$ cat config.mk
export PLATFORM = sky130hd
export DESIGN_NAME = mandelbrot_pixel_writer
export DESIGN_NICKNAME = d
export VERILOG_FILES = /design/src/rtl/mandelbrot_pkg.sv /design/src/rtl/mandelbrot_palette.sv /design/src/rtl/mandelbrot_pixel_writer.sv
export SDC_FILE = /design/constraint.sdc
export NUM_CORES = 1
export LEC_CHECK = 0
export ABC_AREA = 1
export CAP_MARGIN = 40
export CORE_ASPECT_RATIO = 0.7
export CORE_MARGIN = 2
export CORE_UTILIZATION = 30
export DETAILED_ROUTE_END_ITERATION = 8
export PLACE_DENSITY = 0.61
export SLEW_MARGIN = 20
export SYNTH_ARGS = -nofsm -noshare
export SYNTH_HDL_FRONTEND = slang
export SYNTH_HIERARCHICAL = 1
export SYNTH_SLANG_ARGS = --single-unit
$ cat constraint.sdc
create_clock -name clk -period 1.36 [get_ports clk]
set_input_delay 0.272 -clock clk [delete_from_list [all_inputs] [get_ports clk]]
set_output_delay 0.272 -clock clk [all_outputs]
set_load 0.02 [all_outputs]
$ cat src/rtl/mandelbrot_pkg.sv
// Shared geometry, colour type and FSM state encoding for the Mandelbrot pixel writer.
// Build option: define PALETTE_ROM_EN to colour escaped pixels from a 16-entry palette ROM.
package mandelbrot_pkg;

  localparam int unsigned FB_WIDTH   = 320;
  localparam int unsigned FB_HEIGHT  = 240;
  localparam int unsigned BAND_ROWS  = 15;
  localparam int unsigned NUM_BANDS  = 16;

  localparam int unsigned X_WIDTH    = 9;
  localparam int unsigned Y_WIDTH    = 8;
  localparam int unsigned ROW_WIDTH  = 4;
  localparam int unsigned BAND_WIDTH = 4;

  // RGB444 pixel colour, packed as {R, G, B}
  typedef struct packed {
    logic [3:0] r;
    logic [3:0] g;
    logic [3:0] b;
  } rgb444_t;

  typedef enum logic [1:0] {
    IDLE  = 2'd0,
    RUN   = 2'd1,
    FLUSH = 2'd2
  } state_t;

  // Direct bit mapping of an iteration count onto RGB444
  function automatic rgb444_t direct_colour(input logic [7:0] iter);
    rgb444_t c;
    c.r = iter[3:0];
    c.g = iter[5:2];
    c.b = iter[7:4];
    return c;
  endfunction

endpackage

$ cat src/rtl/mandelbrot_palette.sv
// Combinational 16-entry palette: blue at index 0 ramping up to white at index 15.
module mandelbrot_palette
  import mandelbrot_pkg::*;
(
  input  logic [3:0] index,
  output rgb444_t    colour_c
);

  // Palette ROM lookup
  always_comb begin
    colour_c = '0;
    case (index)
      4'd0:    colour_c = 12'h00F;
      4'd1:    colour_c = 12'h11F;
      4'd2:    colour_c = 12'h22F;
      4'd3:    colour_c = 12'h33F;
      4'd4:    colour_c = 12'h44F;
      4'd5:    colour_c = 12'h55F;
      4'd6:    colour_c = 12'h66F;
      4'd7:    colour_c = 12'h77F;
      4'd8:    colour_c = 12'h88F;
      4'd9:    colour_c = 12'h99F;
      4'd10:   colour_c = 12'hAAF;
      4'd11:   colour_c = 12'hBBF;
      4'd12:   colour_c = 12'hCCF;
      4'd13:   colour_c = 12'hDDF;
      4'd14:   colour_c = 12'hEEF;
      default: colour_c = 12'hFFF;
    endcase
  end

endmodule

$ cat src/rtl/mandelbrot_pixel_writer.sv
// Raster-order pixel writer: accepts Mandelbrot iteration results, colours them and
// writes them into the 16-band frame buffer with one cycle of latency.
// Build option: PALETTE_ROM_EN selects the palette ROM instead of direct bit mapping.
module mandelbrot_pixel_writer
  import mandelbrot_pkg::*;
#(
  parameter int unsigned ADDR_WIDTH = 13,
  parameter int unsigned DATA_WIDTH = 12,
  parameter int unsigned ITER_WIDTH = 8
) (
  input  logic                  clk,
  input  logic                  i_rst_n,
  input  logic                  i_start,
  input  logic                  i_valid,
  output logic                  o_ready,
  input  logic [ITER_WIDTH-1:0] i_iter,
  input  logic                  i_escaped,
  output logic [X_WIDTH-1:0]    o_x,
  output logic [Y_WIDTH-1:0]    o_y,
  output logic                  o_we,
  output logic [ADDR_WIDTH-1:0] o_addr_wr,
  output logic [DATA_WIDTH-1:0] o_data_wr,
  output logic [BAND_WIDTH-1:0] o_band,
  output logic                  o_busy,
  output logic                  o_frame_done
);

  localparam logic [X_WIDTH-1:0]    X_LAST    = X_WIDTH'(FB_WIDTH - 1);
  localparam logic [Y_WIDTH-1:0]    Y_LAST    = Y_WIDTH'(FB_HEIGHT - 1);
  localparam logic [ROW_WIDTH-1:0]  ROW_LAST  = ROW_WIDTH'(BAND_ROWS - 1);
  localparam logic [ADDR_WIDTH-1:0] ROW_PITCH = ADDR_WIDTH'(FB_WIDTH);

  state_t                 state;
  state_t                 state_n;

  logic [X_WIDTH-1:0]     x;
  logic [Y_WIDTH-1:0]     y;
  logic [ROW_WIDTH-1:0]   row_in_band;
  logic [BAND_WIDTH-1:0]  band;
  logic [ADDR_WIDTH-1:0]  row_base;

  logic                   accept_c;
  logic                   last_pixel_c;
  rgb444_t                colour_c;
  rgb444_t                pixel_colour_c;

  assign accept_c     = i_valid && o_ready;
  assign last_pixel_c = (x == X_LAST) && (y == Y_LAST);

`ifdef PALETTE_ROM_EN
  logic [ITER_WIDTH-1:0] unused_iter;
  assign unused_iter = i_iter;

  mandelbrot_palette u_palette (
    .index    (i_iter[3:0]),
    .colour_c (colour_c)
  );
`else
  assign colour_c = direct_colour(i_iter[7:0]);
`endif

  // Pixels inside the set are always black
  assign pixel_colour_c = i_escaped ? colour_c : rgb444_t'(12'h000);

  // FSM state register
  always_ff @(posedge clk or negedge i_rst_n) begin
    if (!i_rst_n) begin
      state <= IDLE;
    end else begin
      state <= state_n;
    end
  end

  // Next-state logic; FLUSH is the single cycle carrying the final write
  always_comb begin
    state_n = state;
    case (state)
      IDLE:    if (i_start) state_n = RUN;
      RUN:     if (accept_c && last_pixel_c) state_n = FLUSH;
      FLUSH:   state_n = IDLE;
      default: state_n = IDLE;
    endcase
  end

  // Handshake and status flags, registered from the next state
  always_ff @(posedge clk or negedge i_rst_n) begin
    if (!i_rst_n) begin
      o_ready <= 1'b0;
      o_busy  <= 1'b0;
    end else begin
      o_ready <= (state_n == RUN);
      o_busy  <= (state_n == RUN);
    end
  end

  // Raster counters; row_base tracks row_in_band*FB_WIDTH without a multiplier
  always_ff @(posedge clk or negedge i_rst_n) begin
    if (!i_rst_n) begin
      x           <= '0;
      y           <= '0;
      row_in_band <= '0;
      band        <= '0;
      row_base    <= '0;
    end else if ((state == IDLE) && i_start) begin
      x           <= '0;
      y           <= '0;
      row_in_band <= '0;
      band        <= '0;
      row_base    <= '0;
    end else if (accept_c) begin
      if (x == X_LAST) begin
        x <= '0;
        y <= (y == Y_LAST) ? '0 : y + Y_WIDTH'(1);
        if (row_in_band == ROW_LAST) begin
          row_in_band <= '0;
          row_base    <= '0;
          band        <= band + BAND_WIDTH'(1);
        end else begin
          row_in_band <= row_in_band + ROW_WIDTH'(1);
          row_base    <= row_base + ROW_PITCH;
        end
      end else begin
        x <= x + X_WIDTH'(1);
      end
    end
  end

  // Frame-buffer write register: one-cycle latency from accept
  always_ff @(posedge clk or negedge i_rst_n) begin
    if (!i_rst_n) begin
      o_we         <= 1'b0;
      o_addr_wr    <= '0;
      o_data_wr    <= '0;
      o_band       <= '0;
      o_frame_done <= 1'b0;
    end else begin
      o_we         <= accept_c;
      o_frame_done <= accept_c && last_pixel_c;
      if (accept_c) begin
        o_addr_wr <= row_base + ADDR_WIDTH'(x);
        o_data_wr <= DATA_WIDTH'(pixel_colour_c);
        o_band    <= band;
      end
    end
  end

  assign o_x = x;
  assign o_y = y;

endmodule

==> metrics.cfg, run 1 <==
[sta]
period_needed_ps=1480
fin_crit_sh=1.09
setup_ws_ps=-125
setup_viol=34
max_freq_ghz=0.673
drv_slew=0
rsz0062_at_grt=yes
hold_viol_final=0
worst_clock_skew_ps=4.99
holdWs_ps=382

[critical_path]
critPathMaxStageDelay_ps=380
crit_chain=ha_4, nand3_4, nor2_4, nand4_1, buf_6, buf_4, buf_6, nor3_2
worst-endpoint-arrival_ps=1740
worstPathMaxFanout=4
crit_top_cell=buf_6
critical_path.top_delay_family=simple AND/OR/NAND/NOR gates
worst-setup-path-type=flop to flop
critPathBufInv=3
crit_path_start_kind=flop
critical_path_required_ps=1610
slowest_stage=dfrtp_2
cp-end-kind=flop

[run]
drv_cap=0

[grt]
grt_max_degree=38
first_global_vias=3167
grt_overflow=0
grt_pass1_wl_mm=15.6
grt.total_usage=0.169
antenna_found_initial=0

[final_layout]
num-fill-cells=980
final_cell_mix=118 x nand2_1, 54 x buf_4, 53 x dfrtp_1
design_area_mm2=0.00532
final_common_cell=nand2_1
drive_above_1_share=0.337
area_growth_pct=62.5
insertedDiodeCount=0
fin_nets=567

[synth]
syn_avg_cell_area_um2=7.95
yosysSeqAreaShare=0.474
yosys_warnings=6
ys_types=31
ys_ff_latch=62
postSynth.asyncResetShare=1.00
synth_fp_nets=435
synth_cells=412
syn-cell-area_mm2=0.00327
synth_edf_count=0
synthFlopType=dfrtp_1

[place]
dpl_cell_area_mm2=0.00450
dp_hpwl_mm=6.20
post-place-ws_ps=-373
gp_congestion=0.839
numPortBuffers=62

[route]
wl_mm=9.68
routed-via-count=3238
wl_per_cell_um=14.2
via_per_inst=4.75
firstDrtPassIters=4
drtAntennaViolNets=0
drc=0
drt-initial-drc-count=115

[pwr]
power_density_mw_per_mm2=1200
p_leak_nw=2.67
peakVddDrop_uv=701

[die]
row_count=31
die_w_um=129
die-area_mm2=0.0118
initial_core_util=0.313
core_area_mm2=0.0105
boundaryPins=63
die_h_um=91.4

[status]
failed_checks=setup timing
status=complete, but fails checks

[clocking]
cts_tree=yes
htreeDepth=3
cts.clk_slew.worst_paths_ps=50
cts_buffers=9
cts.sinks=62
insertion_delay_ps=330
cts_root_buf=clkbuf_16
cts_buffer_depth=2

[hold_path]
hold_path.class=primary input to async pin

-- power by group --
group | switching [W] | internal, W | total [W]
Clock | 0.000819 | 0.00175 | 0.00257
Sequential | 0.000181 | 0.00205 | 0.00223
Combinational | 0.000871 | 0.000695 | 0.00157
-- kinds of logic after synthesis --
kind of cell	Yosys count	synth area share
simple gates	236	0.310
fa+ha+maj	10	0.0382
mux	1	0.00306
compound gates	40	0.0703
other cells	1	0.00115
flops	62	0.474
xor+xnor	12	0.0321
buf+inv	50	0.0715
-- synthesized netlist by cell type (2+ instances only) --
library cell	number	share of area
a21oi_1	5	0.0076
nand2_4	2	0.0069
dfrtp_1	62	0.47
nand3_1	38	0.058
xor2_1	10	0.027
xnor2_1	2	0.0054
buf_4	6	0.014
a31oi_1	2	0.0038
nand2_1	145	0.17
o21ai_0	25	0.038
buf_6	3	0.010
ha_1	10	0.038
inv_1	32	0.037
o21ai_2	6	0.016
nor2_1	32	0.037
nand4_1	11	0.021
clkbuf_1	6	0.0069
nor3_1	2	0.0031
-- timing repair --
action	in CTS	in global routing
buffers inserted	5	7
endpoints found under the setup margin	87	66
pin swaps	20	14
hold endpoints to repair	11	0
gates cloned	3	0
gates resized for setup	129	49
hold buffers	1	0
-- final timing paths --
kind                            from        end  slack (ps)  cells past startpoint
max in group asynchronous    i_rst_n     o_y[0]         510                      3
setup reg to reg              o_x[1]   state[1]        -120                      8
min in group clk           o_band[0]  o_band[0]         470                      2
setup / recovery              o_x[1]   state[1]        -120                      8
hold / removal               i_rst_n       o_we         380                      2
hold reg to reg            o_band[0]  o_band[0]         470                      2
-- worst register-to-register path: stages (launching register included) --
cell and delay [ps]:
dfrtp_2 380, ha_4 150, nand3_4 80, nor2_4 160, nand4_1 140, buf_6 170, buf_4 130, buf_6 100
nor3_2 90
-- registers in the layout, summed over array words and instances (netlist names) --
| signal | flops |
|---|---|
| row_in_band | 4 |
| o_addr_wr | 13 |
| o_we | 1 |
| o_y | 8 |
| o_band | 4 |
| row_base | 7 |
| band | 4 |
| o_x | 9 |
| state | 2 |
| o_data_wr | 8 |
| o_frame_done | 1 |
| o_busy | 1 |
-- stage by stage --
step	TNS, ps	cells	util	total power, W
floorplan	-3510	412	-	0.00301
global placement	-11150	649	0.430	0.00382
detailed placement	-12770	649	0.430	0.00385
CTS	-2240	674	0.487	0.00635
global route	-5340	681	0.508	0.00666
finish	-2560	681	0.508	0.00637
-- layer usage --
layer	global-route usage	wire length, um	vias to the layer above
met4	0.0444	70	0
met1	0.232	4600	1543
li1	-	-	1604
met5	0	0	-
met2	0.265	4480	83
met3	0.0395	526	8
-- layout make-up --
cell class	instances	area, um2	area share
Multi-Input combinational cell	303	1890	0.355
Sequential cell	62	1560	0.294
Tap cell	132	165	0.0310
Inverter	33	124	0.0233
Clock buffer	13	270	0.0508
Timing Repair Buffer	135	1250	0.234
Clock inverter	3	65.1	0.0122
Note: power is estimated with default switching activity, not from simulation.
==> run 2, diff against run 1 <==
Settings changed: CTS_CLUSTER_DIAMETER set to 80.
==> results of run 2 <==
Same layout as run 1: the final DEF is identical, and so are final timing and power.
==> run 3, diff against run 2 <==
Settings changed: SETUP_SLACK_MARGIN set to 0.02.
==> run 3 against run 2 <==
Effect of this change: final cell count is 0.44% lower; flip-flop and latch count stayed put; first-iteration DRC count is 100% higher; hold slack better by 88 ps; non-clock buffer count is 3 lower; fmax is 0.58% lower; critical path depth stayed put; combinational power hardly changed; routed wire length is 5.3% lower; the flow still finishes with violations (setup timing); clock skew is 4.3 ps higher; global-route usage is 0.86 points lower; total power is 3.2% lower.
==> metrics.cfg, run 3 (synthesized netlist as in run 1, its figures left out) <==
[critical_path]
worst-setup-path-type=flop to flop
worstPathMaxFanout=5  ; +1
crit_path_start_kind=flop
crit_chain=ha_4, nand3_4, nor2_4, nand4_1, buf_6, nor2_4, nand2_1, o21ai_1
crit_top_cell=nor2_4
critPathMaxStageDelay_ps=380  ; about the same
slowest_stage=dfrtp_2
critical_path_required_ps=1610  ; about the same
worst-endpoint-arrival_ps=1740  ; about the same
cp-end-kind=flop

[die]
core_area_mm2=0.0105  ; unchanged
row_count=31  ; unchanged
die-area_mm2=0.0118  ; unchanged
boundaryPins=63  ; unchanged
die_h_um=91.4  ; unchanged
die_w_um=129  ; unchanged
initial_core_util=0.313  ; unchanged

[clocking]
htreeDepth=3  ; unchanged
cts_tree=yes
cts_root_buf=clkbuf_16
cts.sinks=62  ; unchanged
cts_buffers=9  ; unchanged
cts.clk_slew.worst_paths_ps=50  ; about the same
cts_buffer_depth=2  ; unchanged
insertion_delay_ps=330  ; about the same

[final_layout]
largest_register_ffs=13  ; unchanged
top_register=o_addr_wr
fin_nets=564  ; -0.53%
final_common_cell=nand2_1
area_growth_pct=58.3
final_cell_mix=119 x nand2_1, 60 x buf_4, 52 x dfrtp_1
insertedDiodeCount=0  ; unchanged
drive_above_1_share=0.335  ; -0.00181

[hold_path]
hold_path.class=flop to flop

[pwr]
p_leak_nw=2.60  ; -2.6%
power_density_mw_per_mm2=1190  ; -0.65%
peakVddDrop_uv=651  ; -7.0%

[place]
numPortBuffers=62  ; unchanged
dp_hpwl_mm=6.08  ; -1.9%
gp_congestion=0.879  ; +4.7%

[route]
drc=0  ; unchanged
wl_mm=9.16  ; -5.3%
drtAntennaViolNets=0  ; unchanged
firstDrtPassIters=4  ; unchanged
wl_per_cell_um=13.5  ; -4.9%
via_per_inst=4.70  ; -1.2%
drt-initial-drc-count=231  ; +100%
routed-via-count=3186  ; -1.6%

[status]
status=complete, but fails checks
failed_checks=setup timing

[sta]
drv_slew=0  ; unchanged
worst_clock_skew_ps=9.29  ; +4.30 ps
fin_crit_sh=1.10  ; +0.00640
setup_viol=30  ; -12%
max_freq_ghz=0.670  ; -0.58%
fin_setup_tns_ps=-1520  ; +1050 ps
hold_viol_final=0  ; unchanged
setup_ws_ps=-134  ; -8.70 ps
holdWs_ps=470  ; +88.0 ps
rsz0062_at_grt=yes
period_needed_ps=1490  ; +8.70 ps

[grt]
grt_pass1_wl_mm=14.8  ; -5.2%
grt.total_usage=0.160  ; -0.00858
antenna_found_initial=0  ; unchanged
first_global_vias=3005  ; -5.1%
grt_overflow=0  ; unchanged
grt_max_degree=63  ; +66%

[run]
drv_cap=0  ; unchanged

run 3: cell types whose count changed in the layout (fill, tap and decap cells not counted), moves of 3 or more:
cell             delta
dlygate4sd2_1      -11
nand2_4             +3
nor2_2              -3
nand2_2             -3
nor2_4              +4
buf_12              -5
nand3_2             -5
clkdlybuf4s15_1     +4
buf_4               +6
nand3_1             +5
clkbuf_2            +3
run 3: metal layers:
| metal | track usage | wire length, um | vias to the layer above |
|---|---|---|---|
| li1 | - | - | 1594 |
| met1 | 0.228 | 4380 | 1497 |
| met2 | 0.231 | 4180 | 84 |
| met3 | 0.0471 | 491 | 11 |
| met4 | 0.0534 | 109 | 0 |
| met5 | 0 | 0 | - |
run 3: repair_timing:
action	in CTS	in global routing
buffers inserted	5	6
hold endpoints to repair	62	0
pin swaps	21	22
hold buffers	1	0
endpoints found under the setup margin	87	76
gates cloned	3	0
gates resized for setup	139	65
run 3: final cells by class:
class                      instances  area [um2]
multi-input combinational        303        1890
inverter                          33         126
sequential                        62        1560
fill                             995        5290
timing repair buffer             132        1140
tap                              132         165
clock inverter                     3        42.5
clock buffer                      13         260
run 3: critical path: cells and delay by family (launching register included):
kind | cells | cell delay (ps)
buffers and inverters | 1 | 180
adders and majority gates | 1 | 150
DFF | 1 | 380
AOI/OAI and AO/OA | 1 | 80
and+or+nand+nor | 5 | 620
run 3: final timing paths:
kind,startpoint,endpoint,slack (ps),cells after the start
worst max-delay path,o_x[0],row_base[6],-130,8
worst min-delay path,o_addr_wr[5],o_addr_wr[5],470,2
worst max register to register,o_x[0],row_base[6],-130,8
worst min register to register,o_addr_wr[5],o_addr_wr[5],470,2
max in group asynchronous,i_rst_n,o_x[1],550,3
min in group asynchronous,i_rst_n,o_addr_wr[5],480,3
run 3: per-stage QoR:
step           area [um2]  std cells  utilization  worst slack [ps]  power (W)
2_1_floorplan        3330        412            -              -173    0.00301
3_3_place_gp         4470        647        0.427              -330    0.00383
3_5_place_dp         4470        647        0.427              -353    0.00385
4_1_cts              5000        672        0.477             -96.2    0.00613
5_1_grt              5180        678        0.495              -165    0.00646
6_report             5180        678        0.495              -134    0.00616
run 3: power breakdown:
group	switching, W	internal, W	total (W)
combinational	0.000866	0.000736	0.00160
clock	0.000806	0.00151	0.00232
sequential	0.000185	0.00205	0.00224
